===== src/rtl/servo_pkg.sv =====
// Shared constants, types and width arithmetic for the servo PWM array.
package servo_pkg;

    localparam int PERIOD_CYC_DEFAULT = 2_000_000;
    localparam int CENTER_CYC_DEFAULT = 150_000;
    localparam int STEP_CYC_DEFAULT   = 160;
    localparam int CMD_W_DEFAULT      = 8;
    localparam int RAMP_STEP_DEFAULT  = 5_000;
    localparam int CNT_W_DEFAULT      = $clog2(PERIOD_CYC_DEFAULT);

    typedef logic [CNT_W_DEFAULT-1:0] width_t;

    // Pulse width for a signed speed command. The most negative code is
    // folded onto its neighbour so the range is symmetric about stop.
    function automatic int cmd_to_width(
        input int cmd_val,
        input int cmd_w,
        input int center,
        input int step
    );
        int lim;
        int c;
        lim = (32'sd1 <<< (cmd_w - 32'sd1)) - 32'sd1;
        c   = cmd_val;
        if (c < -lim) begin
            c = -lim;
        end else begin
            c = cmd_val;
        end
        return center + c * step;
    endfunction

endpackage


===== src/rtl/servo_pwm_array_channel.sv =====
// One servo channel: shadow command, ramped active width and pulse compare.
module servo_channel
    import servo_pkg::*;
#(
    parameter int CMD_W      = CMD_W_DEFAULT,
    parameter int CNT_W      = CNT_W_DEFAULT,
    parameter int CENTER_CYC = CENTER_CYC_DEFAULT,
    parameter int STEP_CYC   = STEP_CYC_DEFAULT,
    parameter int RAMP_STEP  = RAMP_STEP_DEFAULT
) (
    input  logic             clk,
    input  logic             reset,
    input  logic [CNT_W-1:0] count,
    input  logic             boundary,
    input  logic             load,
    input  logic             en,
    input  logic             en_q,
    input  logic [CMD_W-1:0] cmd,
    output logic             pwm,
    output logic             ramping
);

    localparam logic [CNT_W-1:0] CENTER_W = CNT_W'(CENTER_CYC);
    localparam logic [CNT_W-1:0] RAMP_W   = CNT_W'(RAMP_STEP);

    logic signed [CMD_W-1:0] cmd_r;
    logic [CNT_W-1:0]        active_r;
    logic [CNT_W-1:0]        target_s;
    logic [CNT_W-1:0]        next_active_s;
    logic                    pwm_r;
    logic                    ramping_r;
    int                      target_int_s;
    int                      diff_s;

    // Target width from the shadow command and the next ramp step toward it.
    always_comb begin
        target_int_s  = cmd_to_width(int'(cmd_r), CMD_W, CENTER_CYC, STEP_CYC);
        target_s      = CNT_W'(target_int_s);
        diff_s        = target_int_s - int'(active_r);
        next_active_s = active_r;
        if ((RAMP_STEP == 0) || ((diff_s <= RAMP_STEP) && (diff_s >= -RAMP_STEP))) begin
            next_active_s = target_s;
        end else if (diff_s > 32'sd0) begin
            next_active_s = active_r + RAMP_W;
        end else begin
            next_active_s = active_r - RAMP_W;
        end
    end

    // Shadow load any time, width update only at the frame boundary, registered compare.
    always_ff @(posedge clk or negedge reset) begin
        if (!reset) begin
            cmd_r     <= '0;
            active_r  <= CENTER_W;
            pwm_r     <= 1'b0;
            ramping_r <= 1'b0;
        end else begin
            if (load) begin
                cmd_r <= cmd;
            end
            if (boundary) begin
                // Disabled channels restart from stop so re-enable ramps from centre.
                active_r <= en ? next_active_s : CENTER_W;
            end
            ramping_r <= (active_r != target_s);
            pwm_r     <= en_q && (count < active_r);
        end
    end

    assign pwm     = pwm_r;
    assign ramping = ramping_r;

endmodule


===== src/rtl/servo_pwm_array.sv =====
// Multi-channel servo PWM generator: shared frame timebase, command handshake
// and enable, with one servo_channel per output.
module servo_pwm_array
    import servo_pkg::*;
#(
    parameter int N_CH       = 2,
    parameter int PERIOD_CYC = PERIOD_CYC_DEFAULT,
    parameter int CENTER_CYC = CENTER_CYC_DEFAULT,
    parameter int STEP_CYC   = STEP_CYC_DEFAULT,
    parameter int CMD_W      = CMD_W_DEFAULT,
    parameter int RAMP_STEP  = RAMP_STEP_DEFAULT,
    parameter int CNT_W      = $clog2(PERIOD_CYC)
) (
    input  logic                  clk,
    input  logic                  reset,
    input  logic                  en,
    input  logic [N_CH*CMD_W-1:0] cmd,
    input  logic                  cmd_valid,
    output logic                  cmd_ready,
    output logic [N_CH-1:0]       pwm,
    output logic [N_CH-1:0]       ramping,
    output logic                  frame_start,
    output logic [CNT_W-1:0]      count
);

    localparam logic [CNT_W-1:0] LAST = CNT_W'(PERIOD_CYC - 1);

    logic [CNT_W-1:0] count_r;
    logic [CNT_W-1:0] count_next_s;
    logic             started_r;
    logic             frame_start_r;
    logic             cmd_ready_r;
    logic             en_q_r;
    logic             boundary_s;
    logic             load_s;

    // Next timebase value; the first edge after reset holds 0 so frame_start
    // lines up with count==0 in that cycle.
    always_comb begin
        count_next_s = count_r;
        if (!started_r) begin
            count_next_s = '0;
        end else if (count_r == LAST) begin
            count_next_s = '0;
        end else begin
            count_next_s = count_r + CNT_W'(1);
        end
    end

    assign boundary_s = (count_r == LAST);
    assign load_s     = cmd_valid && cmd_ready_r;

    // Timebase, registered frame_start / cmd_ready, and enable sampled at the boundary.
    always_ff @(posedge clk or negedge reset) begin
        if (!reset) begin
            count_r       <= '0;
            started_r     <= 1'b0;
            frame_start_r <= 1'b0;
            cmd_ready_r   <= 1'b0;
            en_q_r        <= 1'b0;
        end else begin
            count_r       <= count_next_s;
            started_r     <= 1'b1;
            frame_start_r <= (count_next_s == '0);
            cmd_ready_r   <= (count_next_s != LAST);
            if (boundary_s) begin
                en_q_r <= en;
            end
        end
    end

    for (genvar g = 0; g < N_CH; g++) begin : g_ch
        servo_channel #(
            .CMD_W      (CMD_W),
            .CNT_W      (CNT_W),
            .CENTER_CYC (CENTER_CYC),
            .STEP_CYC   (STEP_CYC),
            .RAMP_STEP  (RAMP_STEP)
        ) u_ch (
            .clk      (clk),
            .reset    (reset),
            .count    (count_r),
            .boundary (boundary_s),
            .load     (load_s),
            .en       (en),
            .en_q     (en_q_r),
            .cmd      (cmd[g*CMD_W +: CMD_W]),
            .pwm      (pwm[g]),
            .ramping  (ramping[g])
        );
    end

    assign count       = count_r;
    assign frame_start = frame_start_r;
    assign cmd_ready   = cmd_ready_r;

endmodule

===== config.mk =====
export PLATFORM = sky130hd
export DESIGN_NAME = servo_pwm_array
export DESIGN_NICKNAME = d
export VERILOG_FILES = /design/src/rtl/servo_pkg.sv /design/src/rtl/servo_pwm_array_channel.sv /design/src/rtl/servo_pwm_array.sv
export SDC_FILE = /design/constraint.sdc
export NUM_CORES = 1
export LEC_CHECK = 0
export CAP_MARGIN = 10
export CORE_MARGIN = 2
export CORE_UTILIZATION = 63
export DETAILED_ROUTE_END_ITERATION = 8
export GPL_TIMING_DRIVEN = 1
export PLACE_DENSITY = 0.82
export SYNTH_ARGS = -nofsm -noshare
export SYNTH_HDL_FRONTEND = slang
export SYNTH_SLANG_ARGS = --single-unit

===== constraint.sdc =====
create_clock -name clk -period 11.25 [get_ports clk]
set_clock_uncertainty 0.2 [all_clocks]
set_input_delay 1.125 -clock clk [delete_from_list [all_inputs] [get_ports clk]]
set_output_delay 1.125 -clock clk [all_outputs]
set_load 0.005 [all_outputs]

## Yosys cells after proc, flatten, opt, wreduce, memory -nomap -nowiden

Index checks and enable logic that the tools add are counted.

- Flip-flop bits (word level): 87
- Output and inout port bits: 27
- Input bits: 20
- Logic and storage cells: 54

- Multiply operators: 2
- $lt $le $gt $ge: 10
- Mux-type cells: 10
- Add/subtract/negate cells: 9
- Reductions and logical operators: 6
- Equality and inequality tests: 4

Operator list:

| kind | number |
|---|---|
| 2-to-1 mux 21 bit | 8 |
| adder 19 x 32 -> 32 bit, first input constant | 2 |
| >= comparator 32 x 14 -> 1 bit, second input constant | 2 |
| > comparator 32 x 1 -> 1 bit, second input constant | 2 |
| less-or-equal comparator 32 x 14 -> 1 bit, second input constant | 2 |
| multiplier 32 x 4 -> 27 bit, second input constant | 2 |
| 2-to-1 mux 32 bit | 2 |
| subtractor 32 x 22 -> 32 bit | 2 |
| adder 21 x 13 -> 21 bit, second input constant | 2 |
| less-than comparator 21 bit | 2 |
| inequality test 21 bit | 2 |
| subtractor 21 x 13 -> 21 bit, second input constant | 2 |
| adder 21 x 1 -> 21 bit, second input constant | 1 |
| == test 21 bit, second input constant | 1 |
| logical NOT 21 bit | 1 |
| inequality test 21 bit, second input constant | 1 |
| less-than comparator 8 bit, second input constant | 2 |
| logical AND 1 bit | 5 |

## Longest topological paths before layout

Gate-level depths: netlist (run 1).

- Depth after elaboration: 9
- Mapped depth: 41
- Mapped depth without buffers: 40

## By module

A second synthesis (run 1) with hierarchy kept.

- Cells, all modules: 1304
- Area total of the unflattened synthesis: 10812.9 um2

Modules (own cells, without submodules):

| module | sequential area each (um2) | times used | area an instance (um2) | cells each |
|---|---|---|---|---|
| servo_channel (g_ch[1].u_ch) | 710.7 | 1 | 4672.0 | 569 |
| servo_channel (g_ch[0].u_ch) | 710.7 | 1 | 4576.9 | 569 |
| servo_pwm_array | 625.6 | 1 | 1564.0 | 166 |

## Least setup slack after synthesis (run 1)

Ideal clock, no wire load.

- Path kind: register to register
- Start point: reg g_ch[0].u_ch.cmd_r[3]
- End point: reg g_ch[0].u_ch.active_r[19]
- Buffers on the path: 1
- Data required time: 10.924 ns
- Setup time: 0.126 ns
- Data arrival time: 9.428 ns
- Stages on the path, launching flop included: 40
- Period minus slack after synthesis: 9.754 ns
- Setup slack: 1.496 ns
- Cell sequence: dfrtp_1 > or4_1 > o41ai_1 > ha_1 > clkbuf_1 > nor2_1 > inv_1 > ha_1 > ha_1 > fa_1 > a211oi_1 > o21ai_1 > and2_1 > inv_2 > ha_1 > nor3_1 > mux2i_1 > xnor2_1 > (+4 left out) > a221oi_2 > xnor2_4 > or4b_4 > a2111oi_4 > nor2_1 > inv_1 > ha_1 > nor2b_1 > o21ai_0 > a21boi_1 > o21ai_0 > a21oi_1 > o2111ai_1 > a31oi_1 > a41o_1 > a21oi_1 > xnor2_1 > a311o_1

- Longest elaborated chain between the ends: 9
- Elaborated cells on any way between the ends: 12
- Classes of those cells: 2 x add/sub; 1 x mul; 4 x order compare; 4 x mux; 1 x reduce/logical

RTL lines:

| what | line | RTL |
|---|---|---|
| from (decl) | servo_pwm_array_channel.sv:26 | `logic signed [CMD_W-1:0] cmd_r;` |
| from (signal assigned) | servo_pwm_array_channel.sv:59 | `cmd_r <= cmd;` |
| less-than comparator 8 bit | servo_pkg.sv:25 | `if (c < -lim) begin` |
| 2-to-1 mux 32 bit (*) | servo_pkg.sv:25 |  |
| multiplier 32 x 4 -> 27 bit (*) | servo_pkg.sv:30 | `return center + c * step;` |
| adder 19 x 32 -> 32 bit (*) | servo_pkg.sv:30 |  |
| subtractor 32 x 22 -> 32 bit | servo_pwm_array_channel.sv:39 | `diff_s = target_int_s - int'(active_r);` |
| > comparator 32 x 1 -> 1 bit (tied with other cells) | servo_pwm_array_channel.sv:43 | `end else if (diff_s > 32'sd0) begin` |
| 2-to-1 mux 21 bit or logical AND 1 bit (tied branches) | servo_pwm_array_channel.sv:43, servo_pwm_array_channel.sv:41 |  |
| 2-to-1 mux 21 bit (*) | servo_pwm_array_channel.sv:41 | `if ((RAMP_STEP == 0) \|\| ((diff_s <= RAMP_STEP) && (diff_s >= -RAMP_STEP))) begin` |
| 2-to-1 mux 21 bit (*) | servo_pwm_array_channel.sv:63 | `active_r <= en ? next_active_s : CENTER_W;` |
| to (signal assigned) | servo_pwm_array_channel.sv:63 |  |
| to (decl) | servo_pwm_array_channel.sv:27 | `logic [CNT_W-1:0] active_r;` |

Every way passes the cells marked *; elsewhere a longest branch is shown, timed or not.
A chain may end at the register's enable or synchronous reset.

## Worst setup path after layout (run 1)

- Start point: reg g_ch[0].u_ch.cmd_r[3]
- End point: reg g_ch[0].u_ch.active_r[20]

The elaborated chain is that of the path after synthesis.

==> results.toml, run 1 <==
[worst_setup_path]
required_ps = 11260
cp_top_family = "compound AO/OA/AOI/OAI gates"
cp.arrival_ps = 10560
cp-start-kind = "flop"
cp_common_cell = "ha_1"
crit_fanout = 9
critPathMaxStageDelay_ps = 540
cp_slowest_cell = "or4b_4"
path_class = "reg -> reg"
crit_buf_inv = 3
end_kind = "flop"

[sta]
slew_violations = 0
setup-violations-final = 0
fin_crit_sh_pct = 93.77
tns_ps = 0
min_period_ps = 10550
slew_headroom_pct = 31.63
fmaxAchievable_mhz = 94.79
worst_slew_pin_slew_ps = 1012
hold_viol_final = 0
grt_setup_unrepaired = "false"

[global_routing]
grt_overflow = 0
grt_pass1_wl_mm = 47.75
grt_max_degree = 52
grt_pass1_vias = 9673
antenna_found_initial = 0
grt_usage_pct = 32.65

[placement]
dp.final_hpwl_mm = 21.91
gp_congestion = 1.017
portBuffers = 46
dp_cells = 1523

[cells_and_area]
fill_cells = 1369
final_cell_mix = "ha_1 (139), nor2_1 (108), nand2_1 (79)"
seq_area_um2 = 2047
drive_gt1_share_pct = 7.506
layout_commonest_cell = "ha_1"
multiInputGateArea_um2 = 8054
num_antenna_cells = 0
nNetsFinal = 1477
synthToLayoutAreaGrowth_pct = 8.216
final_cells = 1539

[die]
core.rowCount = 47
ios = 47
chipWidth_um = 133.8
die-area_um2 = 17900
start_util_pct = 64.23
die_h_um = 133.8
fp.coreArea_um2 = 16520

[clock_tree]
cts-resized-gates = 0
cts_setup_buffers = 0
clk_latency_ps = 350
h-tree-depth = 3
cts_tree = "done"
hold_buffers = 0
root_buffer = "clkbuf_16"
clock-sinks = 81
numCtsBuffers = 9
clock_tree.buffer_depth = 2
clkTransAtPathRegs_ps = 70

[logic_synthesis]
synth.distinct_cells = 90
netlist_area_um2 = 10610
yosys.area.top_type_share_pct = 16.39
netlist_instances = 1300
synthFlopType = "dfrtp_1"
async_flop_share_pct = 100.0
synth_top_cell_by_area = "ha_1"
synth-edff-count = 0
synth.avg_cell_area_um2 = 8.165
ys_seq_elements = 81
synth_area_leaders = "ha_1 (16%), dfrtp_1 (15%), xnor2_1 (5.0%)"
syn_nets = 1463
ys_seq_area_share_pct = 19.29
synth_warnings = 0

[drt]
drc = 0
via_per_inst = 6.569
detail_route.wl_per_cell_um = 18.61
drt_iter0_markers = 1014
dr.pass1.iters = 6
num_vias = 10109
finalWirelength_mm = 28.64
ant_nets = 0

[power_and_ir_drop]
power.leakage_nw = 5.232
power_density_nw_per_um2 = 150.8
finalPower_mw = 1.732
ir_drop_mv = 0.08093

[job]
drv_cap = 0

[outcome]
status = "finished clean"

[hold_path]
hold_path.class = "reg -> reg"
through the flow:
stage	setup slack [ps]	hold WS, ps	utilization (%)	cell area [um2]
floorplan	1496	262.1	-	10610
global placement	1036	288.9	67.71	11190
detailed placement	705.1	308.9	67.71	11190
CTS	622.1	319.5	69.41	11470
global route	51.07	341.4	69.51	11490
finish	700.9	322.7	69.51	11490
sequential cells by signal (all words and copies together) (netlist names):
signal	cells
g_ch.u_ch.ramping	2
en_q_r	1
cmd_ready	1
started_r	1
count	21
frame_start	1
g_ch.u_ch.pwm	2
g_ch.u_ch.cmd_r	16
g_ch.u_ch.active_r	36
worst paths after layout:
kind	endpoint	slack (ps)	startpoint	depth (start not counted)
worst max-delay path	g_ch[0].u_ch.active_r[20]	700	g_ch[0].u_ch.cmd_r[3]	38
worst min-delay path	en_q_r	320	en_q_r	2
worst max register to register	g_ch[0].u_ch.active_r[20]	700	g_ch[0].u_ch.cmd_r[3]	38
worst min register to register	en_q_r	320	en_q_r	2
max in group asynchronous	count[3]	9310	reset	2
min in group asynchronous	g_ch[0].u_ch.ramping	500	reset	1
where the power goes:
group	total (mW)	internal (mW)	switching, mW
sequential	0.307	0.299	0.00794
combinational	1.14	0.451	0.687
clock	0.288	0.153	0.135
layout make-up:
type,count,area share [%]
clock buffers,10,1.993
clock inverters,6,0.4466
inverters,83,2.712
multi-input cells,1085,70.12
flip-flops and latches,81,17.82
well taps,220,2.397
repair buffers,54,4.510
cells in the mapped netlist (all sizes together), types with 15 or more instances:
library cell,count
ha,139
nor2,111
inv,82
nand2,79
a21oi,73
o21ai,72
dfrtp,65
xnor2,63
xor2,42
nand3,40
clkbuf,38
a21o,35
nor3,30
o21a,27
mux2i,25
a31oi,23
nand4,21
and3,20
nand2b,20
a211oi,17
mux2,17
dfstp,16
nor2b,16
nor4,15
worst reg2reg max path, delay by kind of cell (launching register included):
family | cells | cell delay [ps]
flip-flops | 1 | 440
XOR/XNOR | 2 | 370
buffers and inverters | 3 | 380
AND/OR/NAND/NOR | 8 | 2460
adder cells (fa/ha/maj) | 7 | 2090
AO/OA/AOI/OAI | 17 | 4210
multiplexers | 1 | 260
cell families (layout without fill, tap and decap cells):
| kind of cell | Yosys count | count (layout) | share of synthesized area [%] |
|---|---|---|---|
| adder cells (fa/ha/maj) | 143 | 143 | 17.14 |
| multiplexers | 42 | 42 | 4.197 |
| XOR/XNOR | 105 | 105 | 8.912 |
| flip-flops | 81 | 81 | 19.29 |
| AO/OA/AOI/OAI | 373 | 373 | 24.83 |
| AND/OR/NAND/NOR | 421 | 421 | 20.59 |
| other | 1 | 1 | 0.03533 |
| buffers and inverters | 134 | 153 | 5.010 |
metal layers:
| metal | track usage [%] | share of wire, % | up-vias |
|---|---|---|---|
| met2 | 50.26 | 43 | 421 |
| met3 | 3.968 | 7.5 | 33 |
| met1 | 49.01 | 48 | 4793 |
| met5 | 0 | 0 | - |
| li1 | - | - | 4862 |
| met4 | 7.447 | 1.2 | 0 |
No activity file was read; power rests on OpenSTA's default activity.
==> run 2: changes to the inputs <==
--- a/config.mk
+++ b/config.mk
@@ -6,11 +6,13 @@
 export NUM_CORES = 1
 export LEC_CHECK = 0
 export CAP_MARGIN = 10
+export CELL_PAD_IN_SITES_DETAIL_PLACEMENT = 2
+export CELL_PAD_IN_SITES_GLOBAL_PLACEMENT = 2
 export CORE_MARGIN = 2
-export CORE_UTILIZATION = 63
+export CORE_UTILIZATION = 39
 export DETAILED_ROUTE_END_ITERATION = 8
 export GPL_TIMING_DRIVEN = 1
-export PLACE_DENSITY = 0.82
+export PLACE_DENSITY_LB_ADDON = 0.1
 export SYNTH_ARGS = -nofsm -noshare
 export SYNTH_HDL_FRONTEND = slang
 export SYNTH_SLANG_ARGS = --single-unit
==> run 2 against run 1 <==
Net effect:
- hold slack improved by 3.6 ps
- final cell count increased by 8.1%
- register-to-register slack improved by 20 ps
- final area increased by 1.7%
- combinational power increased by 6%
- core utilization decreased by 26 points
- fmax increased by 0.16%
- first-iteration DRC count decreased by 61%
- highest routed layer unchanged
==> results.toml, run 2 (same netlist as run 1, synthesis figures left out) <==
[outcome]
status = "finished clean"

[cells_and_area]
drive_gt1_share_pct = 8.018
num_antenna_cells = 0
fill_cells = 3057
synthToLayoutAreaGrowth_pct = 10.08
layout_commonest_cell = "ha_1"
finalInstanceArea_um2 = 11680
nNetsFinal = 1480
final_cell_mix = "ha_1 (138), nor2_1 (107), nand2_1 (79)"
top_register = "g_ch.u_ch.active_r"
largest_reg_flops = 36

[clock_tree]
clk_latency_ps = 360
root_buffer = "clkbuf_16"
clock-sinks = 81
clock_tree.buffer_depth = 2
h-tree-depth = 3
cts_setup_buffers = 0
numCtsBuffers = 9
cts_tree = "done"
cts-resized-gates = 0
hold_buffers = 0
clkTransAtPathRegs_ps = 80

[worst_setup_path]
path_class = "reg -> reg"
critPathMaxStageDelay_ps = 550
cp_slowest_cell = "or4_1"
cp.arrival_ps = 10570
end_kind = "flop"
cp_top_family = "compound AO/OA/AOI/OAI gates"
cp-start-kind = "flop"
crit_buf_inv = 2
required_ps = 11290
crit_fanout = 8
cp_common_cell = "ha_1"

[global_routing]
grt_pass1_vias = 10915
grt_usage_pct = 26.51
grt_max_degree = 43
grt_pass1_wl_mm = 60.20
grt_overflow = 0
antenna_found_initial = 0

[sta]
min_period_ps = 10530
hold_ws_ps = 326.3
setup-violations-final = 0
hold_viol_final = 0
slew_headroom_pct = 28.30
worst_slew_pin_slew_ps = 1073
slew_violations = 0
fin_crit_sh_pct = 93.62
fmaxAchievable_mhz = 94.94

[power_and_ir_drop]
power.leakage_nw = 5.267
ir_drop_mv = 0.08765
power_density_nw_per_um2 = 155.4
power_switching_mw = 0.9003
seqPwrFrac_pct = 16.9
pwr-share-comb_pct = 66.4
p_int_mw = 0.9156
clkPwrFrac_pct = 16.7
p_sw_share_pct = 49.58

[drt]
drc = 0
dr.pass1.iters = 5
detail_route.wl_per_cell_um = 22.29
finalWirelength_mm = 37.07
num_vias = 10106
ant_nets = 0
drt_iter0_markers = 391
via_per_inst = 6.077

[die]
core.rowCount = 60
chipWidth_um = 169.0
start_util_pct = 39.60
die-area_um2 = 28550
die_h_um = 169.0
ios = 47
fp.coreArea_um2 = 26800

[placement]
portBuffers = 46
dp.final_hpwl_mm = 29.25
gp_congestion = 0.8613
placed_area_um2 = 11360

[hold_path]
hold_path.class = "reg -> reg"

[job]
drv_cap = 0
[run 2: cell types whose count changed in the layout (fill, tap and decap cells not counted), sizes merged]
| cell | change |
|---|---|
| buf | +3 |
| clkinvlp | -3 |
| inv | +3 |
[run 2: worst min-delay path, stage by stage (launching register included)]
cell and delay [ps]:
dfstp_2 390, nor2_1 100, a31oi_1 40
[run 2: metrics by stage]
| stage | power, mW | TNS (ps) | utilization (%) | setup slack, ps | instances |
|---|---|---|---|---|---|
| floorplan | 1.191 | 0 | - | 1496 | 1300 |
| global placement | 1.468 | 0 | 42.40 | 948.6 | 1647 |
| detailed placement | 1.497 | 0 | 42.40 | 472.0 | 1647 |
| CTS | 1.823 | 0 | 43.50 | 461.7 | 1663 |
| global route | 1.971 | -37.43 | 43.59 | -37.43 | 1663 |
| finish | 1.816 | 0 | 43.59 | 717.4 | 1663 |
[run 2: power by group through the flow]
stage,Sequential (mW),Clock [mW],Combinational [mW]
2_1_floorplan,0.309,0,0.882
3_3_place_gp,0.311,0,1.16
3_5_place_dp,0.312,0,1.19
4_1_cts,0.307,0.312,1.20
5_1_grt,0.308,0.324,1.34
6_report,0.307,0.304,1.21
[run 2: cell type report]
type,count,area [um2],area share [%]
flip-flops and latches,81,2047,17.52
clock inverters,6,55.05,0.4712
repair buffers,57,540.5,4.626
multi-input cells,1085,8064,69.02
inverters,83,311.5,2.667
well taps,341,426.7,3.652
clock buffers,10,239.0,2.045
[run 2: worst paths after layout]
kind,startpoint,endpoint,slack [ps],cells past startpoint
min,g_ch[0].u_ch.active_r[6],g_ch[0].u_ch.active_r[6],330,2
max reg2reg,g_ch[1].u_ch.cmd_r[3],g_ch[1].u_ch.active_r[17],720,38
max in group asynchronous,reset,g_ch[0].u_ch.cmd_r[5],9220,2
min in group asynchronous,reset,count[4],580,1
min reg2reg,g_ch[0].u_ch.active_r[6],g_ch[0].u_ch.active_r[6],330,2
max,g_ch[1].u_ch.cmd_r[3],g_ch[1].u_ch.active_r[17],720,38
[run 2: layer usage]
layer	wire length [um]	up-vias	track usage (%)
met5	0	-	0
li1	-	4863	-
met3	629	50	1.964
met4	1135	0	9.253
met2	18550	104	47.56
met1	16760	5089	33.54
==> run 3: changes to the inputs <==
--- a/config.mk
+++ b/config.mk
@@ -13,6 +13,7 @@
 export DETAILED_ROUTE_END_ITERATION = 8
 export GPL_TIMING_DRIVEN = 1
 export PLACE_DENSITY_LB_ADDON = 0.1
+export SLEW_MARGIN = 10
 export SYNTH_ARGS = -nofsm -noshare
 export SYNTH_HDL_FRONTEND = slang
 export SYNTH_SLANG_ARGS = --single-unit
==> results of run 3 <==
No change in the layout: final DEF, timing and power equal those of run 2.
